## src/rtl/mpc_sram_arb_if.sv

```systemverilog
// ---------------------------------------------------------------------------
// mpc_sram_arb_if
// Requester-side bundle of the shared-SRAM arbiter. All requesters are packed
// into one set of vectors; requester i owns bit i of the per-requester vectors
// and slice [i*W +: W] of the packed address / write-data vectors.
//
//   req_valid  [NUM_REQ]             requester -> arbiter  request valid
//   req_ready  [NUM_REQ]             arbiter -> requester  grant (one-hot or 0)
//   req_we     [NUM_REQ]             requester -> arbiter  1=write, 0=read
//   req_addr   [NUM_REQ*ADDR_SIZE]   requester -> arbiter  packed addresses
//   req_wdata  [NUM_REQ*DATA_SIZE]   requester -> arbiter  packed write data
//   rsp_valid  [NUM_REQ]             arbiter -> requester  1-cycle ack pulse
//   rsp_rdata  [DATA_SIZE]           arbiter -> requester  shared read data
//
// master: the requester side.  slave: the arbiter side.
// ---------------------------------------------------------------------------
interface mpc_sram_arb_if #(
    parameter int NUM_REQ   = 4,
    parameter int ADDR_SIZE = 10,
    parameter int DATA_SIZE = 32
);
    logic [NUM_REQ-1:0]           req_valid;
    logic [NUM_REQ-1:0]           req_ready;
    logic [NUM_REQ-1:0]           req_we;
    logic [NUM_REQ*ADDR_SIZE-1:0] req_addr;
    logic [NUM_REQ*DATA_SIZE-1:0] req_wdata;
    logic [NUM_REQ-1:0]           rsp_valid;
    logic [DATA_SIZE-1:0]         rsp_rdata;

    modport master (
        output req_valid, req_we, req_addr, req_wdata,
        input  req_ready, rsp_valid, rsp_rdata
    );

    modport slave (
        input  req_valid, req_we, req_addr, req_wdata,
        output req_ready, rsp_valid, rsp_rdata
    );
endinterface

```

## src/rtl/mpc_sram_arb.sv

```systemverilog
// ---------------------------------------------------------------------------
// mpc_sram_arb
// Round-robin arbiter sharing one single-port 1RW SRAM (registered read,
// read-before-write) between NUM_REQ requesters. One request is granted per
// cycle; the granted requester receives a one-cycle rsp_valid pulse exactly
// one cycle after its valid&ready handshake, with rsp_rdata passed straight
// through from the SRAM.
//
// Ports:
//   clk, rst     clock, synchronous active-high reset
//   bus          requester bundle (mpc_sram_arb_if.slave); its parameters must
//                match this module's parameters
//   sram_cs      SRAM chip select (any request pending)
//   sram_we      SRAM write enable (winner's req_we)
//   sram_addr    SRAM address (winner's address, 0 when idle)
//   sram_wdata   SRAM write data (winner's data, 0 when idle)
//   sram_rdata   SRAM registered read data, valid the cycle after sram_cs
// ---------------------------------------------------------------------------
module mpc_sram_arb #(
    parameter int NUM_REQ   = 4,
    parameter int ADDR_SIZE = 10,
    parameter int DATA_SIZE = 32
) (
    input  logic                 clk,
    input  logic                 rst,
    mpc_sram_arb_if.slave        bus,
    output logic                 sram_cs,
    output logic                 sram_we,
    output logic [ADDR_SIZE-1:0] sram_addr,
    output logic [DATA_SIZE-1:0] sram_wdata,
    input  logic [DATA_SIZE-1:0] sram_rdata
);
    localparam int IDX_W = $clog2(NUM_REQ);
    // NUM_REQ in the width of the pointer+offset sum, for the modulo wrap.
    localparam logic [IDX_W:0] NUM_REQ_W = (IDX_W+1)'(NUM_REQ);
    localparam logic [IDX_W-1:0] LAST_IDX = IDX_W'(NUM_REQ - 1);

    logic [IDX_W-1:0]     ptr_reg;
    logic [IDX_W-1:0]     ptr_next;
    logic [NUM_REQ-1:0]   rsp_valid_reg;

    logic [NUM_REQ-1:0]   valid_eff;
    logic [2*NUM_REQ-1:0] valid_dbl;
    logic [NUM_REQ-1:0]   valid_rot;
    logic [IDX_W-1:0]     win_off;
    logic [IDX_W:0]       win_sum;
    logic [IDX_W-1:0]     win_idx;
    logic                 any_valid;
    logic [NUM_REQ-1:0]   grant_oh;

    logic [ADDR_SIZE-1:0] addr_sel  [NUM_REQ];
    logic [DATA_SIZE-1:0] wdata_sel [NUM_REQ];

    // Requests are masked while in reset so nothing is granted and the SRAM
    // port stays quiet.
    assign valid_eff = rst ? '0 : bus.req_valid;
    assign any_valid = |valid_eff;

    // Rotate the request vector so that index ptr lands at bit 0; the lowest
    // set bit of the rotated vector is then the round-robin winner's offset
    // from ptr. Duplicating the vector makes the rotation work for any
    // NUM_REQ, not just powers of two.
    assign valid_dbl = {valid_eff, valid_eff};
    assign valid_rot = NUM_REQ'(valid_dbl >> ptr_reg);

    always_comb begin
        win_off = '0;
        for (int k = NUM_REQ - 1; k >= 0; k--) begin
            if (valid_rot[k]) begin
                win_off = IDX_W'(k);
            end
        end
    end

    // Winner index = (ptr + offset) mod NUM_REQ; both terms are < NUM_REQ so a
    // single conditional subtract suffices.
    assign win_sum = {1'b0, ptr_reg} + {1'b0, win_off};
    assign win_idx = (win_sum >= NUM_REQ_W) ? IDX_W'(win_sum - NUM_REQ_W)
                                             : win_sum[IDX_W-1:0];

    assign ptr_next = (win_idx == LAST_IDX) ? '0 : win_idx + IDX_W'(1);

    // One-hot grant and AND-masked payload per requester.
    generate
        for (genvar gi = 0; gi < NUM_REQ; gi++) begin : g_req
            assign grant_oh[gi]  = any_valid && (win_idx == IDX_W'(gi));
            assign addr_sel[gi]  = {ADDR_SIZE{grant_oh[gi]}}
                                 & bus.req_addr[gi*ADDR_SIZE +: ADDR_SIZE];
            assign wdata_sel[gi] = {DATA_SIZE{grant_oh[gi]}}
                                 & bus.req_wdata[gi*DATA_SIZE +: DATA_SIZE];
        end
    endgenerate

    // Grant is one-hot (or zero), so OR-ing the masked slices is the mux and
    // naturally yields 0 on an idle cycle.
    always_comb begin
        sram_addr  = '0;
        sram_wdata = '0;
        for (int k = 0; k < NUM_REQ; k++) begin
            sram_addr  = sram_addr  | addr_sel[k];
            sram_wdata = sram_wdata | wdata_sel[k];
        end
    end

    assign sram_cs = any_valid;
    assign sram_we = |(grant_oh & bus.req_we);

    assign bus.req_ready = grant_oh;
    // Masking with rst drops a response that would otherwise still be shown
    // during the reset cycle itself; the register is cleared at that edge.
    assign bus.rsp_valid = rst ? '0 : rsp_valid_reg;
    assign bus.rsp_rdata = sram_rdata;

    always_ff @(posedge clk) begin
        if (rst) begin
            ptr_reg       <= '0;
            rsp_valid_reg <= '0;
        end else begin
            rsp_valid_reg <= grant_oh;
            if (any_valid) begin
                ptr_reg <= ptr_next;
            end
        end
    end
endmodule

```

## src/flat_wrapper.sv

```systemverilog
// flat-port wrapper written by rule: the top's interface ports become plain ports
module mpc_sram_arb_flat 
#(
    parameter int NUM_REQ   = 4,
    parameter int ADDR_SIZE = 10,
    parameter int DATA_SIZE = 32
)
  (clk, rst, sram_cs, sram_we, sram_addr, sram_wdata, sram_rdata, bus_req_valid, bus_req_we, bus_req_addr, bus_req_wdata, bus_req_ready, bus_rsp_valid, bus_rsp_rdata);
  mpc_sram_arb_if #(.NUM_REQ(NUM_REQ), .ADDR_SIZE(ADDR_SIZE), .DATA_SIZE(DATA_SIZE)) bus_i ();
  input  logic clk;
  input  logic rst;
  output logic sram_cs;
  output logic sram_we;
  output logic [ADDR_SIZE-1:0] sram_addr;
  output logic [DATA_SIZE-1:0] sram_wdata;
  input  logic [DATA_SIZE-1:0] sram_rdata;
  input wire logic [$bits(bus_i.req_valid)-1:0] bus_req_valid;
  input wire logic [$bits(bus_i.req_we)-1:0] bus_req_we;
  input wire logic [$bits(bus_i.req_addr)-1:0] bus_req_addr;
  input wire logic [$bits(bus_i.req_wdata)-1:0] bus_req_wdata;
  output wire logic [$bits(bus_i.req_ready)-1:0] bus_req_ready;
  output wire logic [$bits(bus_i.rsp_valid)-1:0] bus_rsp_valid;
  output wire logic [$bits(bus_i.rsp_rdata)-1:0] bus_rsp_rdata;
  assign bus_i.req_valid = bus_req_valid;
  assign bus_i.req_we = bus_req_we;
  assign bus_i.req_addr = bus_req_addr;
  assign bus_i.req_wdata = bus_req_wdata;
  assign bus_req_ready = bus_i.req_ready;
  assign bus_rsp_valid = bus_i.rsp_valid;
  assign bus_rsp_rdata = bus_i.rsp_rdata;
  mpc_sram_arb #(.NUM_REQ(NUM_REQ), .ADDR_SIZE(ADDR_SIZE), .DATA_SIZE(DATA_SIZE)) u_core (.clk(clk), .rst(rst), .bus(bus_i), .sram_cs(sram_cs), .sram_we(sram_we), .sram_addr(sram_addr), .sram_wdata(sram_wdata), .sram_rdata(sram_rdata));
endmodule
```

## config.mk

```make
export PLATFORM = sky130hd
export DESIGN_NAME = mpc_sram_arb_flat
export DESIGN_NICKNAME = d
export VERILOG_FILES = /design/src/rtl/mpc_sram_arb_if.sv /design/src/rtl/mpc_sram_arb.sv /design/src/flat_wrapper.sv
export SDC_FILE = /design/constraint.sdc
export NUM_CORES = 1
export LEC_CHECK = 0
export CORE_AREA = 2 2 114 116
export CTS_BUF_LIST = sky130_fd_sc_hd__clkbuf_4 sky130_fd_sc_hd__clkbuf_8
export DETAILED_ROUTE_END_ITERATION = 8
export DIE_AREA = 0 0 116 118
export HOLD_SLACK_MARGIN = 0.05
export PLACE_DENSITY = 0.68
export SYNTH_ARGS = -nofsm -noshare
export SYNTH_HDL_FRONTEND = slang
export SYNTH_SLANG_ARGS = --single-unit
```

## constraint.sdc

```tcl
create_clock -name clk -period 6.25 [get_ports clk]
set_input_delay 1.875 -clock clk [delete_from_list [all_inputs] [get_ports clk]]
set_output_delay 1.875 -clock clk [all_outputs]
set_load 0.05 [all_outputs]
```

* Word level (Yosys, flattened, before mapping) *
Cells that the tools add are included.
W data, S select, Z words.

storage, ports and cells
  bits in registers = 6
  output and inout port bits = 84
  word-level logic and storage cells = 40

operators by class
  add/subtract/negate cells = 3
  order comparisons = 1
  equal/unequal tests = 3
  shift-type cells = 1
  multiplexer cells = 8
  bitwise logic cells = 15
  reduce and logical (&&, ||, !) cells = 7

operator list
  kind                   number
  $and A32 B32 Y32       4
  $or A32 B32 Y32        3
  $and A10 B10 Y10       4
  $or A10 B10 Y10        3
  $mux W2                6
  $mux W4                2
  $reduce_or A4 Y1       2
  $shr A8 B2 Y4          1
  $and A4 B4 Y4          1
  $eq A2 B2 Y1 const B   2
  $logic_and A1 B1 Y1    4
  $add A2 B2 Y3          1
  $ge A3 B3 Y1 const B   1
  $add A2 B1 Y2 const B  1
  $eq A2 B1 Y1 const B   1
  $logic_not A2 Y1       1
  $sub A2 B1 Y2 const B  1

* Longest topological paths before layout *
Gate-level depths: netlist of run 1.

  depth in word-level cells = 15
  gate-level depth with buffers = 16
  depth with buffers taken out = 12

* Least setup slack after synthesis of run 1 *
OpenSTA, ideal clock, no wires.

  path kind = in2out
  start = input port bus_req_valid[3]
  end = output port sram_addr[0]
  arrival time = 5314 ps
  setup slack = -939 ps
  cell stages on the path = 15
  buffers on the path = 4
  cell sequence = clkbuf_1 > nor2_1 > nor4_1 > a21oi_1 > a21oi_1 > ha_1 > inv_1 > o31a_1 > a211oi_4 > buf_6 > ha_1 > and2_1 > clkbuf_1 > clkbuf_1 > a221o_1

between the ends
  longest elaborated chain between the ends = 15

ends and longest elaborated chain
  element                                        line                 RTL
  from (decl)                                    flat_wrapper.sv:17   input wire logic [$bits(bus_i.req_valid)-1:0] bus_req_valid;
  $mux W4 *                                      mpc_sram_arb.sv:56   assign valid_eff = rst ? '0 : bus.req_valid;
  $shr A8 B2 Y4                                  mpc_sram_arb.sv:64   assign valid_rot = NUM_REQ'(valid_dbl >> ptr_reg);
  $mux W2 (4 in a row)                           mpc_sram_arb.sv:69   if (valid_rot[k]) begin
  $add A2 B2 Y3                                  mpc_sram_arb.sv:77   assign win_sum = {1'b0, ptr_reg} + {1'b0, win_off};
  $ge A3 B3 Y1 or $sub A2 B1 Y2 (tied branches)  mpc_sram_arb.sv:78   assign win_idx = (win_sum >= NUM_REQ_W) ? IDX_W'(win_sum - NUM_REQ_W)
  $mux W2                                        mpc_sram_arb.sv:78
  $logic_not A2 Y1                               mpc_sram_arb.sv:86   assign grant_oh[gi] = any_valid && (win_idx == IDX_W'(gi));
  $logic_and A1 B1 Y1 *                          mpc_sram_arb.sv:86
  named net bus_req_ready[0]                     flat_wrapper.sv:21   output wire logic [$bits(bus_i.req_ready)-1:0] bus_req_ready;
  $and A10 B10 Y10 *                             mpc_sram_arb.sv:88   & bus.req_addr[gi*ADDR_SIZE +: ADDR_SIZE];
  $or A10 B10 Y10 * (3 in a row)                 mpc_sram_arb.sv:100  sram_addr = sram_addr | addr_sel[k];
  to (decl)                                      flat_wrapper.sv:14   output logic [ADDR_SIZE-1:0] sram_addr;

The timed path passes the listed nets; every way through them passes the cells marked *.

* Final worst setup path of run 1 *
  start = input port bus_req_valid[3]
  end = output port sram_wdata[15]

between the ends
  longest elaborated chain between the ends = 15

ends and longest elaborated chain
  element                                           line                 RTL
  $mux W4 *                                         mpc_sram_arb.sv:56
  $shr A8 B2 Y4                                     mpc_sram_arb.sv:64
  $mux W2 (4 in a row)                              mpc_sram_arb.sv:69
  $add A2 B2 Y3                                     mpc_sram_arb.sv:77
  $ge A3 B3 Y1 or $sub A2 B1 Y2 (tied branches)     mpc_sram_arb.sv:78
  $mux W2                                           mpc_sram_arb.sv:78
  $eq A2 B1 Y1 or $logic_not A2 Y1 (tied branches)  mpc_sram_arb.sv:86
  $logic_and A1 B1 Y1                               mpc_sram_arb.sv:86
  $and A32 B32 Y32                                  mpc_sram_arb.sv:90   & bus.req_wdata[gi*DATA_SIZE +: DATA_SIZE];
  $or A32 B32 Y32 (2 in a row)                      mpc_sram_arb.sv:101  sram_wdata = sram_wdata | wdata_sel[k];
  $or A32 B32 Y32 *                                 mpc_sram_arb.sv:101
  to (decl)                                         flat_wrapper.sv:15   output logic [DATA_SIZE-1:0] sram_wdata;

Mark *: on every way between the ends. The rest lies on a longest branch, timed or not.

==> out/summary.txt, run 1 <==
CELLS AND AREA
------------------------------------------------------------------------------------
Max FFs per register                                                               4
Final cell count without fillers                                                 675
Fillers                                                                        1,195
Antenna diode count                                                                0
Share of post-route cells with drive strength above 1                          28.8%
Final Cell Area                                                             5280 µm²
Area overhead of the layout relative to synthesis                               152%
Final net count                                                                  718

SETUP PATH
------------------------------------------------------------------------------------
Biggest cell delay along the critical path                                    420 ps
Length in cells of the worst reg-to-reg path                                      13
Kind of start point of the critical path                                  input port
Worst reg2reg startpoint                                                u_core.ptr_reg[0]
Reg-to-reg critical path endpoint                                       u_core.ptr_reg[0]
Maximum fanout encountered on the critical timing path                            16
Critical path buffer and inverter count                                            5
Category of the worst setup path capture point                            output pin
Slowest CP cell                                                         sky130_fd_sc_hd__a221o_2
Cell chain of the critical path                                         buf_4, nor2_2, nor4_4, a21oi_1, a21oi_2, ha_2, inv_2, o31a_1, a211oi_4, buf_4, ha_4, and2_4, buf_16, a221o_2, buf_12
Setup CP Type                                                                 in2out
Minimum setup slack among reg-to-reg paths                                   3680 ps
Crit path required time                                                      4380 ps
Arrival time at the worst endpoint                                           4300 ps
Crit path top cell by count                                             sky130_fd_sc_hd__buf_4
Family with the most delay on the worst path                            compound AO/OA/AOI/OAI gates

GLOBAL ROUTE
------------------------------------------------------------------------------------
Wire length of the first global-routing pass                               15,900 µm
Maximum number of pins on one net before global-route repair                      43
Initial antenna violation count                                                    0
Overflow left after global routing                                                 0
Via count of the first global-routing pass                                     3,248
Global router's overall resource usage                                         14.3%

DIE
------------------------------------------------------------------------------------
Effective utilization at floorplan                                             16.9%
Top-Level Pins                                                                   294
Number of placement rows                                                          41
Chip width                                                                    116 µm
Core Box Area                                                             12,400 µm²
Die height                                                                    118 µm
Die area                                                                  13,700 µm²

STA
------------------------------------------------------------------------------------
Slew Viols, Final                                                                  0
Share of the clock period used by the worst path after layout                  98.8%
Worst-case clock skew                                                        1.54 ps
Endpoints failing setup                                                            0
Clock period minus worst slack                                               6170 ps
Sum of negative setup slack                                                     0 ps
Measured slew at the worst slew-check pin                                     598 ps
Fmax achieved                                                                162 MHz
Worst rel slew slack                                                           60.0%
Hold violation count in the final report                                           0

SYNTH
------------------------------------------------------------------------------------
Proportion of synthesized flip-flops having asynchronous set or reset             0%
Number of enable-type register cells in the synthesized netlist                    0
Top cells by count, synth                                               sky130_fd_sc_hd__nand2_1 (92), sky130_fd_sc_hd__a221o_1 (43), sky130_fd_sc_hd__mux2i_1 (43)
Most numerous cell in the Yosys netlist                                 sky130_fd_sc_hd__nand2_1
Number of synthesized register bits                                                6
Cell types occupying the most area after synthesis                      sky130_fd_sc_hd__a221o_1 (21%), sky130_fd_sc_hd__mux2i_1 (21%), sky130_fd_sc_hd__nand2_1 (16%)
Post-synthesis cell type count                                                    32
Leading area contributor after synthesis                                sky130_fd_sc_hd__a221o_1
Synthesized cell area                                                       2100 µm²
Synth top area share                                                           20.5%
Syn_nets                                                                         508
Post-synthesis sequential area ratio                                           5.73%
Cells after synthesis                                                            295
Synthesized area per cell                                                   7.10 µm²
Count of warnings emitted by yosys                                                 0
Most instantiated flip-flop cell in the synthesis netlist               sky130_fd_sc_hd__dfxtp_1

PLACE
------------------------------------------------------------------------------------
Post-DP HPWL                                                                 8510 µm
Number of placed cells counting well taps                                        667
Count of input and output buffers                                                229
Global placer's final weighted congestion                                      0.794
Post-detailed-placement cell area                                           5120 µm²

ROUTE
------------------------------------------------------------------------------------
Total number of vias                                                           3,014
Number of remaining DRC errors                                                     0
Remaining number of nets flagged by the antenna check after routing                0
Total detailed-routing wirelength                                          10,700 µm
Vias per inst                                                                   4.47
Number of optimization iterations in the first detailed-route pass                 4
Average routed wire per standard cell                                        15.8 µm
Detailed router's first-iteration violation count                                137

MIN PATH
------------------------------------------------------------------------------------
Hold-critical path depth                                                           2
Origin of the worst min-delay path                                      u_core.ptr_reg[1]
Worst min-delay path class                                                   reg2reg
Worst hold path endpoint                                                u_core.ptr_reg[1]

CLOCKING
------------------------------------------------------------------------------------
Total number of clock tree sinks                                                   6
Clk_lat worst skew                                                            220 ps
Reg clk slew, reported paths                                                   40 ps
Total of hold buffers inserted after clock tree synthesis                          0
CTS tree                                                                        done
CTS Root Cell                                                           sky130_fd_sc_hd__clkbuf_8
Total clock buffers created by CTS                                                 3
Maximum number of buffers from clock root to sink                                  2
H-tree lvl count                                                                   1

RUN
------------------------------------------------------------------------------------
Number of maximum-capacitance constraint violations                                0

STATUS
------------------------------------------------------------------------------------
Run status                                                                 completed

POWER
------------------------------------------------------------------------------------
Power density over cell area                                              268 nW/µm²
Standby leakage power                                                        2.18 nW
Worst vdd rail ir drop                                                    0.000126 V

==> worst reg2reg max path, cell delays in order (launching register included) <==
cell and delay [ps]:
sky130_fd_sc_hd__dfxtp_1 630, sky130_fd_sc_hd__nand2_1 110, sky130_fd_sc_hd__o21ai_1 160, sky130_fd_sc_hd__o21ai_1 80
sky130_fd_sc_hd__a21oi_2 160, sky130_fd_sc_hd__ha_2 200, sky130_fd_sc_hd__inv_2 60, sky130_fd_sc_hd__o31a_1 140
sky130_fd_sc_hd__a211oi_4 230, sky130_fd_sc_hd__buf_4 150, sky130_fd_sc_hd__buf_4 170, sky130_fd_sc_hd__buf_4 170
sky130_fd_sc_hd__o211ai_1 90, sky130_fd_sc_hd__a21oi_1 130
==> worst max path at each step <==
stage / startpoint / endpoint / cells past startpoint
finish: bus_req_valid[3] / sram_wdata[15] / 15
detailed placement: bus_req_valid[2] / sram_wdata[31] / 14
CTS: bus_req_valid[3] / sram_addr[5] / 16
floorplan: bus_req_valid[0] / sram_addr[0] / 14
global placement: bus_req_valid[2] / sram_wdata[31] / 14
global route: bus_req_valid[0] / sram_wdata[15] / 15
==> what timing repair did <==
action | CTS | global route
resized for setup | 24 | 10
buffers inserted | 4 | 0
setup endpoints to repair | 47 | 43
pin swaps | 6 | 3
cloned | 2 | 0
==> power by group <==
part,internal (mW),switching (mW),total (mW)
Combinational,0.671,0.628,1.30
Sequential,0.0450,0.00801,0.0530
Clock,0.0415,0.0185,0.0600
==> cells in the final DEF, fill, tap and decap left out, types with 3 or more instances in the layout <==
master / count
sky130_fd_sc_hd__inv_1: 3
sky130_fd_sc_hd__a221o_4: 9
sky130_fd_sc_hd__and2_1: 3
sky130_fd_sc_hd__buf_4: 31
sky130_fd_sc_hd__nand2_1: 92
sky130_fd_sc_hd__a21oi_1: 3
sky130_fd_sc_hd__nor2_1: 7
sky130_fd_sc_hd__buf_12: 53
sky130_fd_sc_hd__a221o_2: 30
sky130_fd_sc_hd__a221o_1: 4
sky130_fd_sc_hd__nor3_1: 3
sky130_fd_sc_hd__clkbuf_8: 3
sky130_fd_sc_hd__mux2i_1: 42
sky130_fd_sc_hd__dfxtp_1: 6
sky130_fd_sc_hd__nor2b_1: 4
sky130_fd_sc_hd__clkdlybuf4s50_1: 178
==> per-layer routing <==
layer	global-route usage, %	vias to the layer above	wire [µm]
met5	0	-	0
met4	2.46	0	96
met3	2.57	14	962
met2	29.7	159	5820
met1	14.5	1394	3820
li1	-	1447	-
==> logic make-up (layout without fill, tap and decap cells) <==
family                     Yosys count  in the layout  synth area share, %
and+or+nand+nor                    121            121                 24.2
buffers and inverters               65            273                 22.0
AOI/OAI and AO/OA                   57             57                 25.7
muxes                               43             43                 20.5
DFF                                  6              6                 5.73
adders and majority gates            3              3                 1.79
==> cell type report <==
type / instances / area (µm²) / area share, %
Tap cell: 172 / 215 / 4.08
Sequential cell: 6 / 120 / 2.28
Clock buffer: 3 / 41.3 / 0.783
Multi-Input combinational cell: 224 / 1740 / 32.9
Inverter: 4 / 15.0 / 0.285
Timing Repair Buffer: 266 / 3150 / 59.6
==> per-stage QoR <==
stage          power (mW)  setup WS (ps)  hold slack [ps]  utilization [%]
3_3_place_gp         1.31           -321              515             41.3
5_1_grt              1.47          -20.5              596             42.5
6_report             1.41           76.7              578             42.5
3_5_place_dp         1.32           -382              535             41.3
2_1_floorplan       0.785           1.56              485                -
4_1_cts              1.42           4.27              566             42.3
Note: power is estimated with default switching activity, not from simulation.
==> inputs of run 2 (changes only) <==
REMOVE_ABC_BUFFERS = 1   (was default)
==> run 2 against run 1 <==
Fmax shrank 0.70%. Final cell count rose by 2.2%. Sequential share of layout area hardly changed. Wire length rose by 21%. Combinational power is essentially flat. Hold slack hardly changed. Clock skew barely moved. First-iteration DRC count is 3.6% higher. Global-route usage is 2.6 points higher.
==> out/summary.txt, run 2 (synthesis gave the netlist of run 1 again) <==
STATUS
----------------------------------------------------------------------------------
Run status                                                               completed

DIE
----------------------------------------------------------------------------------
Die area                                                                13,700 µm²   unchanged
Number of placement rows                                                        41   unchanged
Die height                                                                  118 µm   unchanged
Chip width                                                                  116 µm   unchanged
Effective utilization at floorplan                                           16.9%   unchanged
Top-Level Pins                                                                 294   unchanged
Core Box Area                                                           12,400 µm²   unchanged

GLOBAL ROUTE
----------------------------------------------------------------------------------
Initial antenna violation count                                                  0   unchanged
Overflow left after global routing                                               0   unchanged
Peak-usage layer in the global routing report                                 met2
Wire length of the first global-routing pass                             17,800 µm   +12%
Met3 usage                                                                   8.29%   +5.7 points
Via count of the first global-routing pass                                   3,247   -0.031%
Maximum number of pins on one net before global-route repair                    45   +4.7%
Met1 track demand over resource                                              20.7%   +6.2 points
Met2 Track Usage GR                                                          26.6%   -3.0 points
Global router's overall resource usage                                       16.9%   +2.6 points

STA
----------------------------------------------------------------------------------
Clock period minus worst slack                                             6220 ps   +43.3 ps
Share of the clock period used by the worst path after layout                99.5%   +0.69 points
Hold violation count in the final report                                         0   unchanged
Worst-case clock skew                                                      1.63 ps   +0.0967 ps
Slew Viols, Final                                                                0   unchanged
Worst hold slack                                                            578 ps   +0.138 ps
Fmax achieved                                                              161 MHz   -0.70%
Measured slew at the worst slew-check pin                                   586 ps   -12.5 ps
Setup repair after global routing missed its margin                           true
Worst rel slew slack                                                         60.9%   +0.90 points
Endpoints failing setup                                                          0   unchanged
Sum of negative setup slack                                                   0 ps   unchanged

PLACE
----------------------------------------------------------------------------------
Post-detailed-placement cell area                                         5010 µm²   -2.1%
Global placer's final weighted congestion                                    0.914   +15%
Post-DP HPWL                                                             10,200 µm   +20%
Count of input and output buffers                                              229   unchanged

SETUP PATH
----------------------------------------------------------------------------------
Arrival time at the worst endpoint                                         4340 ps   +40 ps
Kind of start point of the critical path                                input port
Maximum fanout encountered on the critical timing path                          10   -6
Cell chain of the critical path                                       buf_8, nand3b_1, nand3_1, o21ai_2, a21oi_2, ha_2, inv_2, nor4_2, buf_4, a211oi_4, ha_2, and2_4, clkbuf_16, a221o_1, buf_12
Crit path top cell by count                                           sky130_fd_sc_hd__ha_2
Biggest cell delay along the critical path                                  360 ps   -60 ps
Category of the worst setup path capture point                          output pin
Slowest CP cell                                                       sky130_fd_sc_hd__a221o_1
Length in cells of the worst reg-to-reg path                                    12   -1
Setup CP Type                                                               in2out
Crit path required time                                                    4380 ps   about the same

CLOCKING
----------------------------------------------------------------------------------
CTS tree                                                                      done
CTS Root Cell                                                         sky130_fd_sc_hd__clkbuf_8
Total clock buffers created by CTS                                               3   unchanged
Clk_lat worst skew                                                          210 ps   about the same
Reg clk slew, reported paths                                                 30 ps   about the same
Total number of clock tree sinks                                                 6   unchanged
Maximum number of buffers from clock root to sink                                2   unchanged
H-tree lvl count                                                                 1   unchanged

CELLS AND AREA
----------------------------------------------------------------------------------
Final cell utilization of the core                                           42.8%   +0.26 points
Area overhead of the layout relative to synthesis                             153%
Fillers                                                                      1,231   +3.0%
Top library cells by usage in the layout, fill and taps aside         sky130_fd_sc_hd__clkdlybuf4s50_1 (178), sky130_fd_sc_hd__nand2_1 (92), sky130_fd_sc_hd__buf_12 (55), sky130_fd_sc_hd__a221o_1 (43), sky130_fd_sc_hd__mux2i_1 (42)
Max FFs per register                                                             4   unchanged
Antenna diode count                                                              0   unchanged
Most common cell after layout, fill and taps aside                    sky130_fd_sc_hd__clkdlybuf4s50_1
Final net count                                                                733   +2.1%
Final Cell Area                                                           5310 µm²   +0.62%
Share of post-route cells with drive strength above 1                        23.7%   -5.1 points

ROUTE
----------------------------------------------------------------------------------
Average routed wire per standard cell                                      18.7 µm   +18%
Number of remaining DRC errors                                                   0   unchanged
Vias per inst                                                                 4.57   +2.4%
Detailed router's first-iteration violation count                              142   +3.6%
Total number of vias                                                         3,155   +4.7%
Remaining number of nets flagged by the antenna check after routing              0   unchanged
Number of optimization iterations in the first detailed-route pass               4   unchanged
Total detailed-routing wirelength                                        12,900 µm   +21%

POWER
----------------------------------------------------------------------------------
Switching part of the total                                                  46.5%   +0.17 points
Share of total power in the clock network                                     3.9%   -0.4 points
Gate power share                                                             92.4%   +0.4 points
Worst vdd rail ir drop                                                  0.000129 V   +2.6%
Sequential share of power                                                     3.8%   about the same
P_sw                                                                      0.661 mW   +1.1%
Power density over cell area                                            268 nW/µm²   about the same
Internal power component                                                  0.760 mW   +0.37%
Standby leakage power                                                      2.23 nW   +2.3%

RUN
----------------------------------------------------------------------------------
Number of maximum-capacitance constraint violations                              0   unchanged

MIN PATH
----------------------------------------------------------------------------------
Worst min-delay path class                                                 reg2reg
Hold-critical path depth                                                         2   unchanged

## run 2: cell count changes in the layout (fill, tap and decap cells not counted), moves of 2 or more
cell	previous run	this run
sky130_fd_sc_hd__clkbuf_16	0	2
sky130_fd_sc_hd__a221o_4	9	0
sky130_fd_sc_hd__buf_12	53	55
sky130_fd_sc_hd__a221o_1	4	43
sky130_fd_sc_hd__a221o_2	30	0
sky130_fd_sc_hd__buf_6	1	3
sky130_fd_sc_hd__buf_4	31	40
## run 2: stage by stage
stage / power, mW / worst slack, ps / std cells
floorplan: 0.635 / -2290 / 234
global placement: 1.28 / -410 / 672
detailed placement: 1.29 / -533 / 672
CTS: 1.38 / 1.68 / 679
global route: 1.48 / -91.0 / 690
finish: 1.42 / 33.5 / 690
## run 2: final cells by class
type / instances / area (µm²) / area share, %
timing repair buffer: 281 / 3340 / 62.9
multi-input combinational: 224 / 1580 / 29.8
tap: 172 / 215 / 4.05
sequential: 6 / 120 / 2.26
clock buffer: 3 / 41.3 / 0.778
inverter: 4 / 15.0 / 0.283
## run 2: repair_timing
| item | in CTS | in global routing |
|---|---|---|
| pin swaps | 44 | 14 |
| resized for setup | 28 | 18 |
| endpoints found under the setup margin | 47 | 44 |
| setup buffers | 2 | 9 |
| hold buffers | 0 | 0 |
| cloned | 2 | 2 |
## run 2: per-layer routing
layer  wire length [µm]  up-vias  part of all wire (%)
met4                198        2                   1.5
li1                   -     1485                     -
met1               5070     1459                    39
met5                 84        -                  0.65
met2               5900      191                    46
met3               1640       18                    13
## run 2: power groups by stage
stage / logic, mW / clock network [mW] / registers [mW]
floorplan: 0.585 / 0 / 0.0497
global placement: 1.23 / 0 / 0.0512
detailed placement: 1.24 / 0 / 0.0520
CTS: 1.27 / 0.0565 / 0.0517
global route: 1.37 / 0.0604 / 0.0540
finish: 1.31 / 0.0552 / 0.0533
## run 2: worst paths after layout
check                           slack, ps                 to         startpoint
worst max register to register       3630  u_core.ptr_reg[0]  u_core.ptr_reg[0]
worst min-delay path                  580  u_core.ptr_reg[1]  u_core.ptr_reg[1]
worst max-delay path                   30     sram_wdata[21]   bus_req_valid[3]
worst min register to register        580  u_core.ptr_reg[1]  u_core.ptr_reg[1]
## run 2: critical path: cells and delay by family
| kind | cells | cell delay (ps) |
|---|---|---|
| simple gates | 4 | 740 |
| buf+inv | 5 | 660 |
| compound gates | 4 | 650 |
| fa+ha+maj | 2 | 400 |
==> inputs of run 3 (changes only) <==
PLACE_DENSITY = default   (was 0.68)
PLACE_DENSITY_LB_ADDON = 0.2   (was default)
==> run 3 against run 2 <==
Hold slack worse by 17 ps. Highest routed layer unchanged. Combinational power is 5% lower. Sequential share of layout area is 0.082 points higher. Worst setup slack better by 82 ps. Design area is 3.5% lower. Clock power is 1% higher. Non-clock buffer count is 21 lower. Via count is 4.8% lower. Power is 5.5% lower. Final cell count is 3.0% lower. Utilization is 1.5 points lower. Register-to-register slack better by 140 ps.
==> out/summary.txt, run 3 (synthesis gave the netlist of run 1 again) <==
ROUTE
----------------------------------------------------------------------------------
Total detailed-routing wirelength                                        11,800 µm   -8.6%
Average routed wire per standard cell                                      17.6 µm   -5.7%
Detailed router's first-iteration violation count                               66   -54%
Number of remaining DRC errors                                                   0   unchanged
Total number of vias                                                         3,003   -4.8%
Vias per inst                                                                 4.49   -1.8%
Remaining number of nets flagged by the antenna check after routing              0   unchanged
Number of optimization iterations in the first detailed-route pass               4   unchanged

STA
----------------------------------------------------------------------------------
Hold violation count in the final report                                         0   unchanged
Clock period minus worst slack                                             6130 ps   -82.0 ps
Measured slew at the worst slew-check pin                                   516 ps   -69.7 ps
Slew Viols, Final                                                                0   unchanged
Fmax achieved                                                              163 MHz   +1.3%
Worst hold slack                                                            561 ps   -17.4 ps
Share of the clock period used by the worst path after layout                98.2%   -1.3 points
Endpoints failing setup                                                          0   unchanged
Worst rel slew slack                                                         65.5%   +4.6 points
Worst-case clock skew                                                     0.822 ps   -0.811 ps

SETUP PATH
----------------------------------------------------------------------------------
Crit path top cell by count                                           sky130_fd_sc_hd__buf_6
Biggest cell delay along the critical path                                  250 ps   -110 ps
Maximum fanout encountered on the critical timing path                           7   -3
Kind of start point of the critical path                                input port
Setup CP Type                                                               in2out
Arrival time at the worst endpoint                                         4260 ps   -80 ps
Slowest CP cell                                                       sky130_fd_sc_hd__nor3_4
Category of the worst setup path capture point                          output pin
Cell chain of the critical path                                       buf_4, nand3b_1, nand3_1, o21ai_1, a21oi_2, ha_2, inv_2, nor4_4, buf_4, a211oi_4, buf_6, nor3_4, buf_6, buf_6, a221o_1, buf_12
Crit path required time                                                    4380 ps   about the same

CELLS AND AREA
----------------------------------------------------------------------------------
Area overhead of the layout relative to synthesis                             144%
Antenna diode count                                                              0   unchanged
Area of all sequential standard cells                                      120 µm²   unchanged
Most common cell after layout, fill and taps aside                    sky130_fd_sc_hd__clkdlybuf4s50_1
Combined area of the multi-input logic cells                              1570 µm²   -0.63%
Max FFs per register                                                             4   unchanged
Share of post-route cells with drive strength above 1                        20.1%   -3.6 points
Fillers                                                                      1,236   +0.41%
Final cell utilization of the core                                           41.3%   -1.5 points
Top library cells by usage in the layout, fill and taps aside         sky130_fd_sc_hd__clkdlybuf4s50_1 (178), sky130_fd_sc_hd__nand2_1 (92), sky130_fd_sc_hd__buf_12 (56), sky130_fd_sc_hd__a221o_1 (43), sky130_fd_sc_hd__mux2i_1 (42)
Final net count                                                                712   -2.9%

GLOBAL ROUTE
----------------------------------------------------------------------------------
Overflow left after global routing                                               0   unchanged
Global router's overall resource usage                                       15.6%   -1.3 points
Via count of the first global-routing pass                                   3,033   -6.6%
Initial antenna violation count                                                  0   unchanged
Maximum number of pins on one net before global-route repair                    40   -11%
Wire length of the first global-routing pass                             16,600 µm   -6.4%

MIN PATH
----------------------------------------------------------------------------------
Worst min-delay path class                                                 reg2reg

DIE
----------------------------------------------------------------------------------
Chip width                                                                  116 µm   unchanged
Die height                                                                  118 µm   unchanged
Core Box Area                                                           12,400 µm²   unchanged
Die area                                                                13,700 µm²   unchanged
Top-Level Pins                                                                 294   unchanged
Effective utilization at floorplan                                           16.9%   unchanged
Number of placement rows                                                        41   unchanged

POWER
----------------------------------------------------------------------------------
Share of total power in the clock network                                     4.2%   +0.3 points
Pwr Total                                                                  1.34 mW   -5.5%
P_sw                                                                      0.630 mW   -4.6%
Switching part of the total                                                  46.9%   +0.43 points
Worst vdd rail ir drop                                                  0.000122 V   -5.3%
Standby leakage power                                                      2.12 nW   -5.0%
Sequential share of power                                                     3.9%   about the same
Gate power share                                                             92.0%   -0.4 points
Internal power component                                                  0.713 mW   -6.2%
Power density over cell area                                            262 nW/µm²   -2.0%

CLOCKING
----------------------------------------------------------------------------------
CTS tree                                                                      done
Total number of clock tree sinks                                                 6   unchanged
Reg clk slew, reported paths                                                 30 ps   about the same
Total clock buffers created by CTS                                               3   unchanged
Maximum number of buffers from clock root to sink                                2   unchanged
CTS Root Cell                                                         sky130_fd_sc_hd__clkbuf_8
H-tree lvl count                                                                 1   unchanged
Clk_lat worst skew                                                          220 ps   about the same

PLACE
----------------------------------------------------------------------------------
Post-DP HPWL                                                               9540 µm   -6.5%
Count of input and output buffers                                              229   unchanged
Global placer's final weighted congestion                                    0.766   -16%

STATUS
----------------------------------------------------------------------------------
Run status                                                               completed

RUN
----------------------------------------------------------------------------------
Number of maximum-capacitance constraint violations                              0   unchanged

## run 3: cell types whose count changed in the layout (fill, tap and decap cells not counted), sizes merged
cell and delta:
buf -21
## run 3: area by class of cell
type | count | share of cell area (%)
Inverter | 4 | 0.293
Multi-Input combinational cell | 224 | 30.7
Clock buffer | 3 | 0.806
Timing Repair Buffer | 260 | 61.7
Tap cell | 172 | 4.20
Sequential cell | 6 | 2.34
## run 3: worst paths after layout
path,from,to,slack [ps],depth (start not counted)
setup reg to reg,u_core.ptr_reg[0],u_core.ptr_reg[0],3770,12
hold reg to reg,u_core.ptr_reg[1],u_core.ptr_reg[1],560,2
hold / removal,u_core.ptr_reg[1],u_core.ptr_reg[1],560,2
setup / recovery,bus_req_valid[3],sram_wdata[0],120,16
## run 3: per-layer routing
metal  up-vias  GRT usage [%]  wire [µm]
li1       1435              -          -
met3        10           8.70       1550
met1      1378           18.7       4590
met4         2          0.967         45
met5         -           5.49         69
met2       178           25.1       5540
## run 3: worst max-delay path, delay by kind of cell
family	cells	cell delay (ps)
AOI/OAI and AO/OA	4	480
buffers and inverters	7	980
adders and majority gates	1	190
and+or+nand+nor	4	720
## run 3: power groups by stage
stage	Clock (mW)	Sequential [mW]	Combinational (mW)
floorplan	0	0.0497	0.585
global placement	0	0.0515	1.21
detailed placement	0	0.0515	1.22
CTS	0.0569	0.0510	1.22
global route	0.0607	0.0525	1.29
finish	0.0558	0.0518	1.24
## run 3: timing repair
item | 4_1_cts | 5_1_grt
endpoints found under the hold margin | 0 | 0
endpoints found under the setup margin | 47 | 45
resized for setup | 23 | 20
buffers inserted | 0 | 1
gates cloned | 0 | 3
pin swaps | 39 | 9
hold buffers | 0 | 0
## run 3: through the flow
stage                     cell area [µm²]  cells  setup WS, ps  TNS, ps
after floorplan                      1650    234         -2290  -103290
after global placement               4950    662          -479   -19840
after detailed placement             4950    662          -501   -21070
after CTS                            4990    665          6.69        0
after global routing                 5120    669         -38.6     -688
final                                5120    669           115        0
